File: config.mk
export PLATFORM = sky130hd
export DESIGN_NAME = branch_predictor_table
export DESIGN_NICKNAME = d
export VERILOG_FILES = /design/src/rtl/control_unit_types_pkg.sv /design/src/rtl/branch_predictor_table_sat_counter.sv /design/src/rtl/branch_predictor_table.sv
export SDC_FILE = /design/constraint.sdc
export NUM_CORES = 1
export LEC_CHECK = 0
export CORE_UTILIZATION = 45
export CTS_CLUSTER_SIZE = 40
export DETAILED_ROUTE_END_ITERATION = 10
export PLACE_DENSITY = 0.74
export SLEW_MARGIN = 30
export SYNTH_ARGS = -nofsm -noshare
export SYNTH_HDL_FRONTEND = slang
export SYNTH_SLANG_ARGS = --single-unit
File: constraint.sdc
create_clock -name CLK -period 2.6 [get_ports CLK]
set_clock_uncertainty 0.15 [all_clocks]
set_input_delay 0.52 -clock CLK [delete_from_list [all_inputs] [get_ports CLK]]
set_output_delay 0.52 -clock CLK [all_outputs]
set_load 0.01 [all_outputs]
File: src/rtl/control_unit_types_pkg.sv
// Shared control-unit types: opfunc encoding plus the branch-predictor
// metadata that travels from fetch to resolve.
package control_unit_types_pkg;

  typedef enum logic [3:0] {
    OADD, OSUB, OAND, OOR, OXOR, OSLT, OSLL, OSRL,
    OLW,  OSW,  OBEQ, OBNE, OJAL, OJALR, OLUI, ONOP
  } opfunc_t;

  // Sized for the default INDEX_W=2 predictor instantiation.
  localparam int PRED_IDX_W = 2;

  typedef struct packed {
    logic [PRED_IDX_W-1:0] idx;
    logic                  pred;
  } pred_meta_t;

  function automatic logic is_cond_branch(opfunc_t op);
    return (op == OBEQ) || (op == OBNE);
  endfunction

endpackage

File: src/rtl/branch_predictor_table_sat_counter.sv
// One W-bit saturating up/down counter of the pattern history table,
// loaded with a caller-supplied value on reset.
module bp_sat_counter #(
  parameter int W = 2
) (
  input  logic         CLK,
  input  logic         nRST,
  input  logic         en,
  input  logic         up,
  input  logic [W-1:0] init,
  output logic [W-1:0] cnt
);

  localparam logic [W-1:0] CNT_MAX = {W{1'b1}};

  logic [W-1:0] cnt_q, cnt_d;

  always_comb begin
    cnt_d = cnt_q;
    if (en) begin
      if (up && (cnt_q != CNT_MAX)) begin
        cnt_d = cnt_q + W'(1);
      end else if (!up && (cnt_q != '0)) begin
        cnt_d = cnt_q - W'(1);
      end
    end
  end

  always_ff @(posedge CLK) begin
    if (!nRST) begin
      cnt_q <= init;
    end else begin
      cnt_q <= cnt_d;
    end
  end

  assign cnt = cnt_q;

endmodule

File: src/rtl/branch_predictor_table.sv
// Pattern-history-table branch predictor: combinational lookup from fetch,
// registered training from resolve, optional gshare history and miss stats.
module branch_predictor_table
  import control_unit_types_pkg::*;
#(
  parameter int INDEX_W = 2,
  parameter int CNT_W   = 2,
  parameter int HIST_W  = 0,
  parameter int STAT_W  = 16
) (
  input  logic                                 CLK,
  input  logic                                 nRST,
  input  logic [INDEX_W-1:0]                   lk_pcidx,
  output logic                                 lk_taken,
  output logic [INDEX_W-1:0]                   lk_idx,
  input  logic                                 up_valid,
  input  opfunc_t                              up_opfunc,
  input  logic [INDEX_W-1:0]                   up_idx,
  input  logic                                 up_taken,
  input  logic                                 up_pred,
  output logic [((HIST_W > 0) ? HIST_W : 1)-1:0] ghist,
  output logic [STAT_W-1:0]                    miss_cnt
);

  localparam int DEPTH = 1 << INDEX_W;
  localparam int GH_W  = (HIST_W > 0) ? HIST_W : 1;
  localparam logic [CNT_W-1:0]  CNT_INIT = CNT_W'((1 << (CNT_W - 1)) - 1);
  localparam logic [STAT_W-1:0] STAT_MAX = {STAT_W{1'b1}};

  logic                 train;
  logic [CNT_W-1:0]     cnt [DEPTH];
  logic [STAT_W-1:0]    miss_q, miss_d;

  assign train = up_valid && is_cond_branch(up_opfunc);

  for (genvar g = 0; g < DEPTH; g++) begin : g_pht
    bp_sat_counter #(.W(CNT_W)) u_cnt (
      .CLK  (CLK),
      .nRST (nRST),
      .en   (train && (up_idx == INDEX_W'(g))),
      .up   (up_taken),
      .init (CNT_INIT),
      .cnt  (cnt[g])
    );
  end

  // History is non-speculative: it only shifts when a branch resolves.
  if (HIST_W > 0) begin : g_gshare
    logic [GH_W-1:0] ghist_q, ghist_d;

    always_comb begin
      ghist_d = ghist_q;
      if (train) begin
        ghist_d = GH_W'({ghist_q, up_taken});
      end
    end

    always_ff @(posedge CLK) begin
      if (!nRST) begin
        ghist_q <= '0;
      end else begin
        ghist_q <= ghist_d;
      end
    end

    assign ghist  = ghist_q;
    assign lk_idx = lk_pcidx ^ INDEX_W'(ghist_q);
  end else begin : g_pc_index
    assign ghist  = '0;
    assign lk_idx = lk_pcidx;
  end

  assign lk_taken = cnt[lk_idx][CNT_W-1];

  always_comb begin
    miss_d = miss_q;
    if (train && (up_taken != up_pred) && (miss_q != STAT_MAX)) begin
      miss_d = miss_q + STAT_W'(1);
    end
  end

  always_ff @(posedge CLK) begin
    if (!nRST) begin
      miss_q <= '0;
    end else begin
      miss_q <= miss_d;
    end
  end

  assign miss_cnt = miss_q;

endmodule

==> impl_metrics.csv, run 1 <==
group,metric,value,unit
placed_design,portBuffers,30,
placed_design,placedCellCount,212,
run_status,status,"finished with violations",
clocking,clock_sinks,24,
sta,finalCriticalPeriod,2.47,ns
sta,rsz0062_at_grt,"no",
global_routing,grt_pass1_wl,5.46,mm
routing,route.vias.total,1329,
routing,highest_layer,"met4",
placed_design,gp_congestion,0.792,
sta,max_slew_margin,61.9,%
setup_path,max_stage_delay,0.50,ns
routing,vias_per_cell,6.18,
routing,wirelength,3.13,mm
global_routing,antenna_found_initial,0,
setup_path,crit_type,"in2out",
clocking,htree_levels,1,
run_status,violations,"design-rule violations",
routing,drc_errors,3,
setup_path,crit_required,1.93,ns
global_routing,grt.overflow.total,0,
clocking,cts_tree,"yes",
finish,drive_gt1_share,8.70,%
routing,wl_per_cell,14.5,um
setup_path,cp.arrival,1.80,ns
yosys,synth_ff_type,"dfxtp_1",
yosys,syn_area_per_cell,8.68,um2
placed_design,dpl_cell_area,1660,um2
placed_design,preCtsSetupSlack,-0.0786,ns
sta,holdWs,0.354,ns
sta,period_share,94.9,%
die,ios,33,
finish,final_core_util,60.1,%
die,die-height,56.7,um
setup_path,crit_path_start_kind,"input port",
power_and_ir_drop,worst_ir_drop_vdd,227,uV
routing,first_pass_iters,7,
yosys,syn_nets,169,
sta,setup_viol,0,
yosys,async_reset_ff_share,0,%
routing,dr_wl_met3,117,um
global_routing,grt_max_degree,20,
finish,nets,200,
routing,wl_met1,1.46,mm
clocking,clockRootBuffer,"clkbuf_4",
setup_path,critPathSlowestCell,"clkdlybuf4s50_1",
finish,diodes,0,
clocking,cts_buffers,3,
yosys,synth-edff-count,0,
finish,area_growth_syn_to_layout,25.3,%
die,die_x,56.7,um
clocking,clockBufferDepth,2,
power_and_ir_drop,power-per-cell-area,373,nW/um2
setup_path,end_kind,"primary output",
global_routing,grt_usage,21.2,%
setup_path,crit_path_cell_trace,"clkdlybuf4s50_1 > mux4_2 > dlygate4sd2_1",
placed_design,dp.final_hpwl,2.36,mm
finish,stdcell_area,1690,um2
setup_path,cp_num_buf_inv,2,
run,drv_cap,0,
die,start_util,47.9,%
routing,drt_iter0_drc,48,
yosys,synth.distinct_cells,43,
global_routing,grt_pass1_vias,1294,
finish,stdcell_count,215,
clocking,worstSkewPairLatency,0.31,ns
yosys,yosys_warnings,0,
die,die_area,3210,um2
sta,hold_viol_final,0,
yosys,synth_cells,155,
routing,dr_wl_met2,1.52,mm
power_and_ir_drop,cellLeakagePower,0.000560,uW
yosys,synth_area,1350,um2
die,rows,19,
sta,clock.fmax,405,MHz
yosys,ys_seq_area_share,35.7,%
setup_path,crit_fanout,2,
clocking,path_clk_slew,0.12,ns
sta,tightestPinTransition,0.567,ns
yosys,synth-seq-cells,24,
sta,fin_ws,0.132,ns
routing,ant_nets,0,
clocking,cts_setup_buffers,0,
sta,slew_violations,0,
die,coreArea,2810,um2
min_path,holdCritPathClass,"reg2reg",
setup_path,cp_top_family,"buffers and inverters",
[registers in the layout, summed over array words and instances, names as in the netlist]
name	count
g_pht.u_cnt.cnt	8
miss_cnt	16
[worst paths after layout]
kind	start	to	slack (ns)	cells past startpoint
worst min register to register	g_pht[3].u_cnt.cnt[0]	g_pht[3].u_cnt.cnt[1]	0.35	2
worst max-delay path	lk_pcidx[0]	lk_taken	0.13	3
worst max register to register	miss_cnt[0]	miss_cnt[11]	0.56	5
worst min-delay path	g_pht[3].u_cnt.cnt[0]	g_pht[3].u_cnt.cnt[1]	0.35	2
[per-stage QoR]
| step | TNS, ns | power [uW] |
|---|---|---|
| detailed placement | -0.0786 | 477 |
| CTS | 0 | 633 |
| floorplan | 0 | 439 |
| finish | 0 | 628 |
| global route | 0 | 656 |
| global placement | -0.0647 | 472 |
[worst reg2reg max path: stages (launching register included)]
cell	delay, ns
dfxtp_1	0.41
ha_1	0.22
nand4_1	0.26
nor3_1	0.57
o311ai_0	0.25
o41ai_1	0.10
[power by group]
part,switching [uW],total (uW),internal (uW)
Sequential,10.8,388,377
Combinational,38.3,80.1,41.8
Clock,106,160,54.1
Total,155,628,473
[cell usage in the layout (no fill, tap or decap), drive strengths merged, types with 2 or more instances in the layout]
| cell | n |
|---|---|
| a21oi | 13 |
| a31oi | 2 |
| and2 | 5 |
| and3 | 2 |
| and4 | 3 |
| buf | 5 |
| clkbuf | 3 |
| clkdlybuf4s50 | 29 |
| dfxtp | 24 |
| mux2i | 2 |
| nand2 | 10 |
| nand2b | 3 |
| nand3 | 9 |
| nand3b | 2 |
| nand4 | 9 |
| nor2 | 4 |
| nor4 | 2 |
| nor4b | 2 |
| o21ai | 17 |
| o311ai | 5 |
| o31ai | 3 |
| o41ai | 2 |
| or2 | 2 |
| or3 | 8 |
| or4 | 4 |
[repair_timing]
item                                    4_1_cts  5_1_grt
hold buffers                                  0        0
endpoints found under the setup margin        1        0
endpoints found under the hold margin         0        0
resized for setup                             1        0
[Yosys cell counts (all sizes together) (4+ instances only)]
cell,instances,area share (%)
dfxtp,24,36
o21ai,17,6.3
a21oi,13,4.8
nand2,10,3.0
nand3,9,3.3
nand4,9,4.7
or3,8,3.7
buf,6,3.4
and2,5,2.3
o311ai,5,3.3
nor2,4,1.1
or4,4,2.2
[routing by layer]
layer / track usage, % / vias to the layer above
li1: - / 666
met1: 27.1 / 620
met2: 36.2 / 37
met3: 2.76 / 6
met4: 7.50 / 0
met5: 0 / -
[cell families after synthesis]
family          Yosys count  share of synthesized area [%]
simple gates             69                           32.5
mux                       3                           3.16
xor+xnor                  1                           2.05
other cells               1                          0.279
fa+ha+maj                 1                          0.930
compound gates           46                           20.8
flops                    24                           35.7
buf+inv                  10                           4.56
[area by class of cell]
cell class | count | area [um2]
tap | 31 | 38.8
sequential | 24 | 480
inverter | 1 | 3.75
fill | 264 | 1120
multi-input combinational | 121 | 803
clock buffer | 3 | 22.5
timing repair buffer | 35 | 337
(Power assumes the default switching activity.)
==> inputs of run 2 (changes only) <==
CORE_ASPECT_RATIO = 1.5   (was unset)
clock period = 2.35 ns   (was 2.6 ns; I/O delays follow)
==> run 2 against run 1 <==
Net effect:
- the run now ends clean
- flip-flop and latch count is the same
- clock power grew 52%
- routed wire length grew 3.2%
- count of clock-buffer cells in the layout is the same
- combinational power grew 13%
- register-to-register slack lost 0.22 ns
- highest routed layer unchanged
==> impl_metrics.csv, run 2 (synthesis gave the netlist of run 1 again) <==
group,metric,value,unit
routing,route.vias.total,1353,
finish,nFillCells,245,
finish,nets,204,
routing,ant_nets,0,
sta,clock.fmax,450,MHz
routing,drt_iter0_drc,43,
global_routing,grt.overflow.total,0,
power_and_ir_drop,power-per-cell-area,439,nW/um2
setup_path,worstReg2RegEnd,"miss_cnt[7]",
sta,fin_ws,0.126,ns
routing,dr_wl_met3,86,um
sta,setup_viol,0,
die,die_area,3220,um2
setup_path,max_stage_delay,0.50,ns
power_and_ir_drop,power.total,762,uW
finish,multi_input_area,803,um2
routing,first_pass_iters,4,
power_and_ir_drop,worst_ir_drop_vdd,369,uV
routing,wl_met1,1.31,mm
clocking,clockRootBuffer,"clkbuf_8",
global_routing,grt_pass1_wl,5.49,mm
setup_path,crit_type,"in2out",
finish,mostFrequentLayoutCells,"clkdlybuf4s50_1, dfxtp_1, a21oi_1, o21ai_0",
finish,seq_area,480,um2
setup_path,crit_path_cell_trace,"clkdlybuf4s50_1 > mux4_2 > clkbuf_2",
setup_path,crit_required,1.73,ns
finish,drive_gt1_share,11.2,%
clocking,clockBufferDepth,2,
routing,highest_layer,"met4",
min_path,min-delay-start,"miss_cnt[15]",
setup_path,crit_fanout,2,
min_path,holdCritPathClass,"reg2reg",
clocking,worstSkewPairLatency,0.26,ns
placed_design,preCtsSetupSlack,-0.227,ns
setup_path,cp_num_buf_inv,2,
global_routing,grt_pass1_vias,1270,
setup_path,cp.arrival,1.60,ns
die,coreArea,2760,um2
clocking,cts_tree,"yes",
setup_path,ff2ff_path_depth,6,
clocking,cts_setup_buffers,0,
run_status,status,"finished clean",
setup_path,cp_top_family,"buffers and inverters",
min_path,hold-path-endpoint,"miss_cnt[15]",
setup_path,rrSetupSlack,0.34,ns
global_routing,antenna_found_initial,0,
clocking,path_clk_slew,0.08,ns
placed_design,placedCellCount,222,
placed_design,gp_congestion,0.819,
sta,finalCriticalPeriod,2.22,ns
clocking,htree_levels,1,
routing,dr_wl_met2,1.80,mm
setup_path,worstSetupStartpoint,"lk_pcidx[0]",
finish,stdcell_area,1740,um2
power_and_ir_drop,cellLeakagePower,0.000582,uW
routing,wirelength,3.23,mm
clocking,cts_buffers,3,
sta,tightestPinTransition,0.507,ns
finish,largest_reg_flops,16,
sta,hold_viol_final,0,
setup_path,end_kind,"primary output",
sta,max_slew_margin,66.2,%
sta,rsz0062_at_grt,"no",
routing,vias_per_cell,6.01,
finish,layout_commonest_cell,"clkdlybuf4s50_1",
routing,wl_per_cell,14.3,um
placed_design,dp.final_hpwl,2.52,mm
die,die_x,46.6,um
die,start_util,48.7,%
clocking,clock_sinks,24,
finish,area_growth_syn_to_layout,29.2,%
sta,period_share,94.7,%
setup_path,crit_path_start_kind,"input port",
placed_design,dpl_cell_area,1700,um2
finish,stdcell_count,225,
global_routing,grt_max_degree,20,
die,ios,33,
placed_design,portBuffers,30,
sta,slew_violations,0,
global_routing,grt_usage,23.0,%
die,rows,23,
routing,drc_errors,0,
run,drv_cap,0,
die,die-height,69.0,um
min_path,hold_depth,2,
setup_path,worstReg2RegStart,"miss_cnt[0]",
setup_path,critPathSlowestCell,"clkdlybuf4s50_1",
finish,diodes,0,
sta,setup-tns-final,0,ns
## run 2: changes by cell type in the layout (fill, tap and decap cells not counted), sizes merged
cell         delta
clkbuf          +1
buf             +4
dlygate4sd2     -1
## run 2: cell type report
cell class / count / area share [%]
multi-input cells: 121 / 46.2
flip-flops and latches: 24 / 27.6
repair buffers: 39 / 20.9
well taps: 37 / 2.66
clock buffers: 3 / 2.38
inverters: 1 / 0.216
## run 2: how the worst max path moves through the flow
stage / to / slack, ns / depth (start not counted)
after floorplan: miss_cnt[5] / 0.50 / 6
final: lk_taken / 0.13 / 3
after CTS: lk_taken / 0.009 / 3
after global placement: lk_taken / -0.23 / 3
after detailed placement: lk_taken / -0.23 / 3
after global routing: miss_cnt[13] / 0.03 / 6
## run 2: worst min-delay path, cell delays in order (launching register included)
cell     delay [ns]
dfxtp_1        0.34
nand2_1        0.06
mux2i_1        0.05
## run 2: metal layers
metal | GRT usage, % | up-vias
li1 | - | 672
met1 | 26.6 | 649
met2 | 41.7 | 28
met3 | 3.13 | 4
met4 | 7.86 | 0
met5 | 0 | -
## run 2: per-stage QoR
step	utilization (%)	hold WS, ns
floorplan	-	0.293
global placement	61.6	0.305
detailed placement	61.6	0.334
CTS	63.1	0.350
global route	62.9	0.371
finish	62.9	0.341
## run 2: report_power, final
| group | internal (uW) | total, uW | switching [uW] |
|---|---|---|---|
| Combinational | 47.6 | 90.7 | 43.1 |
| Sequential | 417 | 428 | 11.9 |
| Clock | 115 | 243 | 129 |
| Total | 579 | 762 | 184 |
## run 2: what timing repair did
item                       4_1_cts  5_1_grt
gates resized for setup          2        1
setup endpoints to repair        1        1
hold buffers                     0        0
==> inputs of run 3 (changes only) <==
CORE_UTILIZATION = 37   (was 45)
PLACE_DENSITY = unset   (was 0.74)
==> run 3 against run 2 <==
Net effect:
- non-clock buffer count unchanged
- combinational power up 2%
- highest routed layer unchanged
- die area up 21%
- global-route usage down 4.1 points
- register-to-register slack worse by 0.04 ns
- largest power group unchanged
- largest cell class unchanged
==> impl_metrics.csv, run 3 (synthesis gave the netlist of run 1 again) <==
group,metric,value,unit
die,die_area,3890,um2
placed_design,portBuffers,30,
setup_path,crit_required,1.73,ns
finish,seq_area,480,um2
power_and_ir_drop,worst_ir_drop_vdd,270,uV
clocking,cts_setup_buffers,0,
placed_design,dpl_cell_area,1710,um2
routing,drc_errors,0,
placed_design,dp.final_hpwl,2.55,mm
sta,setup_viol,0,
global_routing,grt_pass1_wl,5.67,mm
die,start_util,39.0,%
sta,rsz0062_at_grt,"no",
routing,drt_iter0_drc,37,
run_status,status,"finished clean",
die,die-height,75.8,um
setup_path,endpoint,"lk_idx[1]",
routing,vias_per_cell,5.94,
sta,tightestPinTransition,0.585,ns
finish,stdcell_area,1750,um2
die,coreArea,3450,um2
power_and_ir_drop,p_clk_share,32.2,%
setup_path,max_stage_delay,0.55,ns
finish,final_core_util,50.8,%
routing,wl_per_cell,14.6,um
run,drv_cap,0,
finish,largest_reg_flops,16,
power_and_ir_drop,power.total,766,uW
routing,wirelength,3.36,mm
routing,ant_nets,0,
setup_path,cp_num_buf_inv,2,
setup_path,critPathSlowestCell,"clkdlybuf4s50_1",
setup_path,crit_path_cell_trace,"clkdlybuf4s50_1 > clkdlybuf4s50_1",
die,rows,26,
sta,clock.fmax,471,MHz
power_and_ir_drop,sw_frac_of_total,24.3,%
global_routing,grt_max_degree,20,
global_routing,grt_usage,18.8,%
clocking,clockRootBuffer,"clkbuf_8",
sta,hold_viol_final,0,
sta,max_slew_margin,60.7,%
power_and_ir_drop,cellLeakagePower,0.000591,uW
setup_path,worstSetupStartpoint,"lk_pcidx[1]",
finish,layout_commonest_cell,"clkdlybuf4s50_1",
routing,route.vias.total,1366,
clocking,cts_buffers,3,
min_path,holdCritPathClass,"reg2reg",
min_path,min-delay-start,"g_pht[3].u_cnt.cnt[0]",
placed_design,gp_congestion,0.846,
setup_path,worstReg2RegEnd,"miss_cnt[11]",
die,die_x,51.2,um
power_and_ir_drop,pwr-share-seq,55.8,%
setup_path,crit_path_start_kind,"input port",
power_and_ir_drop,p_comb_share,12.0,%
clocking,path_clk_slew,0.09,ns
clocking,clock_sinks,24,
power_and_ir_drop,p_sw,186,uW
finish,mostFrequentLayoutCells,"clkdlybuf4s50_1, dfxtp_1, a21oi_1, o21ai_0",
global_routing,antenna_found_initial,0,
setup_path,rrSetupSlack,0.30,ns
global_routing,grt_pass1_vias,1318,
die,ios,33,
finish,drive_gt1_share,11.2,%
sta,finalCriticalPeriod,2.12,ns
finish,multi_input_area,803,um2
finish,diodes,0,
clocking,worstSkewPairLatency,0.26,ns
global_routing,grt.overflow.total,0,
routing,first_pass_iters,4,
finish,area_growth_syn_to_layout,30.3,%
setup_path,end_kind,"primary output",
setup_path,path_depth,2,
setup_path,cp_top_family,"buffers and inverters",
sta,period_share,90.4,%
clocking,cts_tree,"yes",
setup_path,crit_type,"in2out",
setup_path,crit_fanout,2,
setup_path,cp.arrival,1.50,ns
sta,slew_violations,0,
setup_path,ff2ff_path_depth,5,
setup_path,cpMostUsedCell,"clkdlybuf4s50_1",
setup_path,worstReg2RegStart,"miss_cnt[0]",
power_and_ir_drop,power-per-cell-area,437,nW/um2
finish,nets,204,
finish,nFillCells,351,
min_path,hold_depth,2,
clocking,clockBufferDepth,2,
clocking,htree_levels,1,
power_and_ir_drop,power.internal,581,uW
## run 3: cell count changes in the layout (fill, tap and decap cells not counted)
cell             previous run  this run
clkbuf_2                    1         0
clkdlybuf4s15_2             0         1
clkdlybuf4s50_1            29        28
dlymetal6s2s_1              0         1
## run 3: how the worst min path moves through the flow
stage	end	slack, ns
floorplan	g_pht[3].u_cnt.cnt[1]	0.29
global placement	g_pht[3].u_cnt.cnt[1]	0.30
detailed placement	g_pht[3].u_cnt.cnt[1]	0.32
CTS	g_pht[3].u_cnt.cnt[1]	0.34
global route	g_pht[0].u_cnt.cnt[1]	0.38
finish	g_pht[3].u_cnt.cnt[1]	0.33
## run 3: through the flow
stage	setup TNS, ns	instances	hold WS (ns)	setup slack (ns)
finish	0	230	0.334	0.225
global route	0	230	0.382	0.0804
floorplan	0	155	0.293	0.498
CTS	0	230	0.338	0.00107
detailed placement	-0.382	227	0.325	-0.243
global placement	-0.277	227	0.304	-0.227
## run 3: repair_timing
action	in CTS	in global routing
hold buffers	0	0
setup endpoints to repair	1	1
resized for setup	3	1
gates cloned	0	0
## run 3: final cells by class
type                    count  area share, %
repair buffers             39           21.2
flip-flops and latches     24           27.4
well taps                  42           3.00
multi-input cells         121           45.8
inverters                   1          0.214
clock buffers               3           2.36
## run 3: routing by layer
| layer | wire length [um] | GRT usage [%] | vias to the layer above |
|---|---|---|---|
| met5 | 0 | 0 | - |
| met4 | 38 | 8.11 | 0 |
| met3 | 92 | 2.40 | 4 |
| met2 | 1830 | 37.4 | 29 |
| met1 | 1400 | 19.4 | 661 |
| li1 | - | - | 672 |
## run 3: worst min-delay path: cells and delay by family (launching register included)
kind,cells,cell delay [ns]
flip-flops,1,0.33
AND/OR/NAND/NOR,1,0.05
AO/OA/AOI/OAI,1,0.06
## run 3: power by group through the flow
stage                     Sequential, uW  Combinational [uW]  Clock (uW)
final                                428                92.1         247
after global routing                 430                 103         266
after CTS                            428                93.1         256
after detailed placement             437                93.5           0
after global placement               437                90.4           0
after floorplan                      434                52.2           0
